**config.mk**
```make
export PLATFORM = sky130hd
export DESIGN_NAME = ibex_offload_result_wb
export DESIGN_NICKNAME = d
export VERILOG_FILES = /design/src/rtl/ibex_offload_result_wb.sv
export SDC_FILE = /design/constraint.sdc
export NUM_CORES = 1
export LEC_CHECK = 0
export ABC_CLOCK_PERIOD_IN_PS = 2700
export BUFFER_PORTS_ARGS = -buffer_cell sky130_fd_sc_hd__buf_2
export CORE_MARGIN = 8
export CORE_UTILIZATION = 55
export DETAILED_ROUTE_END_ITERATION = 6
export PLACE_DENSITY = 0.75
export SLEW_MARGIN = 15
export SYNTH_ARGS = -nofsm -noshare
export SYNTH_HDL_FRONTEND = slang
export SYNTH_SLANG_ARGS = --single-unit
```
**constraint.sdc**
```tcl
create_clock -name clk_i -period 2.7 [get_ports clk_i]
set_input_delay 0.27 -clock clk_i [delete_from_list [all_inputs] [get_ports clk_i]]
set_output_delay 0.27 -clock clk_i [all_outputs]
set_load 0.05 [all_outputs]
```
**src/rtl/ibex_offload_result_wb.sv**
```systemverilog
// Offloaded-instruction writeback: tracks issued IDs, buffers coprocessor
// results and drains them into the RF write port when the core is idle.
module ibex_offload_result_wb #(
  parameter int unsigned ResultDepth    = 2,
  parameter int unsigned MaxOutstanding = 4,
  parameter int unsigned IdWidth        = 4
) (
  input  logic                                  clk_i,
  input  logic                                  rst_ni,
  input  logic                                  offload_issue_i,
  input  logic [IdWidth-1:0]                    offload_issue_id_i,
  output logic                                  issue_ready_o,
  input  logic                                  result_valid_i,
  output logic                                  result_ready_o,
  input  logic [IdWidth-1:0]                    result_id_i,
  input  logic [4:0]                            result_rd_i,
  input  logic [31:0]                           result_data_i,
  input  logic                                  result_we_i,
  input  logic                                  result_err_i,
  input  logic                                  core_rf_we_i,
  output logic                                  rf_we_o,
  output logic [4:0]                            rf_waddr_o,
  output logic [31:0]                           rf_wdata_o,
  output logic [$clog2(MaxOutstanding+1)-1:0]   outstanding_cnt_o,
  output logic                                  instr_done_offload_o,
  output logic                                  instr_done_err_o,
  output logic                                  id_mismatch_o
);

  localparam int unsigned RPW = (ResultDepth > 1) ? $clog2(ResultDepth) : 1;
  localparam int unsigned TPW = (MaxOutstanding > 1) ? $clog2(MaxOutstanding) : 1;
  localparam int unsigned RCW = $clog2(ResultDepth + 1);
  localparam int unsigned TCW = $clog2(MaxOutstanding + 1);

  typedef struct packed {
    logic [IdWidth-1:0] id;
    logic [4:0]         rd;
    logic [31:0]        data;
    logic               we;
    logic               err;
  } res_t;

  res_t               res_q [ResultDepth];
  logic [RPW-1:0]     res_rd_q, res_wr_q;
  logic [RCW-1:0]     res_cnt_q;

  logic [IdWidth-1:0] trk_q [MaxOutstanding];
  logic [TPW-1:0]     trk_rd_q, trk_wr_q;
  logic [TCW-1:0]     trk_cnt_q;

  logic               mismatch_q;

  res_t               head;
  logic               res_empty, res_full;
  logic               trk_empty;
  logic               res_push, pop;
  logic               trk_push, trk_pop;
  logic               mismatch_set;
  logic [RPW-1:0]     res_rd_nxt, res_wr_nxt;
  logic [TPW-1:0]     trk_rd_nxt, trk_wr_nxt;

  assign res_empty = (res_cnt_q == '0);
  assign res_full  = (res_cnt_q == RCW'(ResultDepth));
  assign trk_empty = (trk_cnt_q == '0);
  assign head      = res_q[res_rd_q];

  assign issue_ready_o  = (trk_cnt_q != TCW'(MaxOutstanding));
  assign result_ready_o = ~res_full;

  assign res_push = result_valid_i & result_ready_o;
  assign trk_push = offload_issue_i & issue_ready_o;

  // Non-writing and faulting results never contend for the RF port.
  assign pop     = ~res_empty & (~head.we | head.err | ~core_rf_we_i);
  assign trk_pop = pop & ~trk_empty;

  assign mismatch_set = pop & (trk_empty | (trk_q[trk_rd_q] != head.id));

  assign rf_we_o    = pop & head.we & ~head.err & (head.rd != 5'd0);
  assign rf_waddr_o = res_empty ? 5'd0 : head.rd;
  assign rf_wdata_o = res_empty ? 32'd0 : head.data;

  assign instr_done_offload_o = pop;
  assign instr_done_err_o     = pop & head.err;
  assign outstanding_cnt_o    = trk_cnt_q;
  assign id_mismatch_o        = mismatch_q;

  assign res_rd_nxt = (res_rd_q == RPW'(ResultDepth - 1)) ? '0 : res_rd_q + 1'b1;
  assign res_wr_nxt = (res_wr_q == RPW'(ResultDepth - 1)) ? '0 : res_wr_q + 1'b1;
  assign trk_rd_nxt = (trk_rd_q == TPW'(MaxOutstanding - 1)) ? '0 : trk_rd_q + 1'b1;
  assign trk_wr_nxt = (trk_wr_q == TPW'(MaxOutstanding - 1)) ? '0 : trk_wr_q + 1'b1;

  always_ff @(posedge clk_i or negedge rst_ni) begin
    if (!rst_ni) begin
      for (int i = 0; i < int'(ResultDepth); i++) res_q[i] <= '0;
      res_rd_q  <= '0;
      res_wr_q  <= '0;
      res_cnt_q <= '0;
    end else begin
      if (res_push) begin
        res_q[res_wr_q] <= '{id:   result_id_i,
                             rd:   result_rd_i,
                             data: result_data_i,
                             we:   result_we_i,
                             err:  result_err_i};
        res_wr_q <= res_wr_nxt;
      end
      if (pop) res_rd_q <= res_rd_nxt;
      unique case ({res_push, pop})
        2'b10:   res_cnt_q <= res_cnt_q + 1'b1;
        2'b01:   res_cnt_q <= res_cnt_q - 1'b1;
        default: res_cnt_q <= res_cnt_q;
      endcase
    end
  end

  always_ff @(posedge clk_i or negedge rst_ni) begin
    if (!rst_ni) begin
      for (int i = 0; i < int'(MaxOutstanding); i++) trk_q[i] <= '0;
      trk_rd_q  <= '0;
      trk_wr_q  <= '0;
      trk_cnt_q <= '0;
    end else begin
      if (trk_push) begin
        trk_q[trk_wr_q] <= offload_issue_id_i;
        trk_wr_q        <= trk_wr_nxt;
      end
      if (trk_pop) trk_rd_q <= trk_rd_nxt;
      unique case ({trk_push, trk_pop})
        2'b10:   trk_cnt_q <= trk_cnt_q + 1'b1;
        2'b01:   trk_cnt_q <= trk_cnt_q - 1'b1;
        default: trk_cnt_q <= trk_cnt_q;
      endcase
    end
  end

  always_ff @(posedge clk_i or negedge rst_ni) begin
    if (!rst_ni) mismatch_q <= 1'b0;
    else if (mismatch_set) mismatch_q <= 1'b1;
  end

endmodule
```
==> summary by stage <==
Clock network
The number of setup buffers added after CTS is 0. TritonCTS built the clock tree. In this run the clock root is driven by a sky130_fd_sc_hd__clkbuf_8. The clock-pin slew on the worst setup and hold paths is 50 ps. The total number of H-tree levels is 4.

In this run, post-CTS repair resized a total of 0 instances. The later pin in the worst-skew pair is clocked with a latency of 500 ps. After clock tree synthesis, the flow added hold-fix buffers numbering 20. TritonCTS created 17 clock buffers. Counting every sink on the clock net gives 114. Counting along the longest clock path gives a buffer depth of 2.

Place
The placer's final routability congestion estimate is 0.760. The wire-length estimate of the detail-placed layout is 7.59 mm. Buffers placed on the I/O ports in this run total 97.

Die
The count of boundary I/O pins is 98. The initialized floorplan defines 35 standard-cell rows. The initial utilization of the core area, before any placement, comes to 0.569. The die covers 12900 um2. The placeable core area is 9240 um2.

The width of the die is 114 um. The die outline height is 114 um.

Critical path
The cell family contributing the most delay on the critical path is buffers and inverters. The type of the worst setup path is register to output port. The signal on the critical path passes through nor2_4, buf_4, a21oi_2, nor2b_1, buf_2. Data on the critical path is required at its endpoint by 2430 ps.

The largest stage delay on the critical path is 440 ps. The cell type of the slowest stage on the worst timing path is sky130_fd_sc_hd__dfrtp_1. The category of the worst setup path launch point is a register. Along the worst path, the maximum fanout reaches 38. The type of destination of the critical path is an output port. The critical path data arrival time is 2150 ps. The number of buffers and inverters on the critical path is 2.

Outcome
The run finished with clean final reports.

Detailed routing
The detailed-route vias per instance is 5.28. Once detail routing completed, the nets flagged for antenna violations numbered 0. The first detailed-routing pass took 4 iterations. The first routing iteration left 119 violations.

After detailed routing, the average wire length per cell comes to 17.5 um. In the routed design, unresolved DRC markers number 0. The routed layout has 3429 vias.

The routed wire length is 11.4 mm.

STA
Setup violations remaining at the end of the flow were counted as 0. The smallest clock period supported by the final layout is computed as 2420 ps. The post-route setup TNS is 0 ps. The final cycle utilization of the critical path is 0.898. The number of max-slew violations in the final report is 0.

The clock skew after layout is 8.83 ps. Setup repair after global routing left no endpoint under its margin. Hold timing on the final database bottoms out at a slack of 20.2 ps.

The worst slew margin relative to its limit is 0.560. Static timing analysis puts the maximum clock frequency at 0.413 GHz. The number of hold violations in the final report came to 0. The worst-margin pin slew is 660 ps.

Global route
Entering global routing, the biggest net connects 51 pins. The wire length of the first global-routing pass is 18.7 mm. The via count of the first global-routing pass is 3835.

The sum of overflow across all layers after global routing is 0. The initial antenna violation count came to 0. Across every metal layer, demand over resource in global routing totals 0.185.

Yosys
The share of the synthesized area in compound gates (AO/OA/AOI/OAI) is 0.0114. The number of nets in the synthesized netlist is 441. The area share of the largest cell type after synthesis is 0.543. Among all flip-flop cells after synthesis, the most frequent one is sky130_fd_sc_hd__dfrtp_1. The cell with the most instances after synthesis is sky130_fd_sc_hd__dfrtp_1. The synthesized design spends more area on one cell type than any other, namely sky130_fd_sc_hd__dfrtp_1. After synthesis, the netlist uses 32 different library cells. The share of the yosys chip area belonging to registers is 0.543.

The number of flops mapped to enable cells by yosys is 0. The synthesized design contains 114 register bits. Counting instances in the post-synthesis netlist gives the leading cell types as sky130_fd_sc_hd__dfrtp_1 (114), sky130_fd_sc_hd__mux2_2 (103), sky130_fd_sc_hd__nor2_1 (44). After synthesis, the share of cell area in mux cells is 0.326. After technology mapping, the gate count stands at 381. The largest family of logic cells by synthesized area is multiplexers.

Each instance of the synthesized netlist takes up on average 13.8 um2. During synthesis, Yosys emitted a total of 0 warnings. The area share of fa/ha/maj cells after synthesis is 0.0205. By area the synthesized netlist is led by sky130_fd_sc_hd__dfrtp_1 (54%), sky130_fd_sc_hd__mux2_2 (22%), sky130_fd_sc_hd__mux2i_1 (8.2%). The synthesized cell area is 5260 um2.

After synthesis, the share of flip-flops with an asynchronous set or reset is 1.00. Of the total synthesized cell area, the portion taken by XOR and XNOR cells is 0.0200. The simple-gate area share of the yosys netlist is 0.0510.

Cells and area
The synthesis-to-finish area growth is 28.0%. The count of fill cells added during filler insertion is 631. Of the cells placed in the final design, the portion with a size suffix greater than 1 is 0.472. After the last flow step, the layout net total stands at 568. The count of inserted antenna diode cells is 0.

Job
Max-cap violations in this run came to 0.

Worst hold path
The path class of the tightest hold or removal check is input pin to register.
==> state kept, by name (all words and copies together) (netlist names) <==
signal             count
res_cnt_q              2
trk_wr_q               2
res_wr_q               1
res_q                 86
trk_rd_q               2
res_rd_q               1
id_mismatch_o          1
outstanding_cnt_o      3
trk_q                 16
==> worst paths after layout <==
| kind | cells past startpoint | start | end | slack [ps] |
|---|---|---|---|---|
| worst max-delay path | 5 | res_cnt_q[1] | instr_done_err_o | 280 |
| worst min-delay path | 2 | result_data_i[13] | res_q[15] | 20 |
| worst max register to register | 9 | res_rd_q | outstanding_cnt_o[2] | 490 |
| worst min register to register | 1 | res_q[49] | res_q[49] | 500 |
| max in group asynchronous | 3 | rst_ni | res_rd_q | 1600 |
| min in group asynchronous | 2 | rst_ni | res_q[16] | 350 |
==> routing by layer <==
| layer | vias to the layer above | GRT usage | wire, um |
|---|---|---|---|
| met5 | - | 0 | 0 |
| li1 | 1585 | - | - |
| met4 | 0 | 0.0657 | 119 |
| met1 | 1763 | 0.209 | 4820 |
| met2 | 68 | 0.325 | 5950 |
| met3 | 13 | 0.0549 | 511 |
==> cell usage in the layout (no fill, tap or decap), drive strengths merged, types with 2 or more instances in the layout <==
| cell type | n |
|---|---|
| xnor2 | 8 |
| mux2i | 43 |
| clkinv | 3 |
| inv | 7 |
| mux4 | 4 |
| mux2 | 105 |
| dlygate4sd3 | 21 |
| nor2 | 45 |
| ha | 7 |
| nand2 | 9 |
| clkinvlp | 2 |
| dfrtp | 114 |
| xor2 | 4 |
| bufinv | 5 |
| buf | 105 |
| clkbuf | 22 |
| nor3 | 4 |
==> cells by family (layout without fill, tap and decap cells) <==
| logic type | count (synthesis) | in the layout |
|---|---|---|
| xor+xnor | 12 | 12 |
| flops | 114 | 114 |
| compound gates | 7 | 7 |
| simple gates | 63 | 63 |
| fa+ha+maj | 8 | 8 |
| buf+inv | 25 | 165 |
| mux | 152 | 152 |
==> final cells by class <==
type | instances | area, um2 | area share
timing repair buffer | 126 | 783 | 0.116
sequential | 114 | 2850 | 0.424
clock buffer | 22 | 453 | 0.0674
multi-input combinational | 242 | 2270 | 0.337
clock inverter | 10 | 180 | 0.0268
tap | 129 | 161 | 0.0240
inverter | 7 | 26.3 | 0.00391
==> metrics by stage <==
step           instance area [um2]  cells  setup slack (ps)  utilization
4_1_cts                       6710    649               230        0.727
6_report                      6720    650               277        0.728
3_5_place_dp                  5880    597               510        0.636
3_3_place_gp                  5880    597               610        0.636
2_1_floorplan                 5260    381               313            -
5_1_grt                       6720    650              90.2        0.728
Power is left out: the tool's default activity adds up to more than one toggle a clock period on the data nets, which glitch-free logic cannot reach.
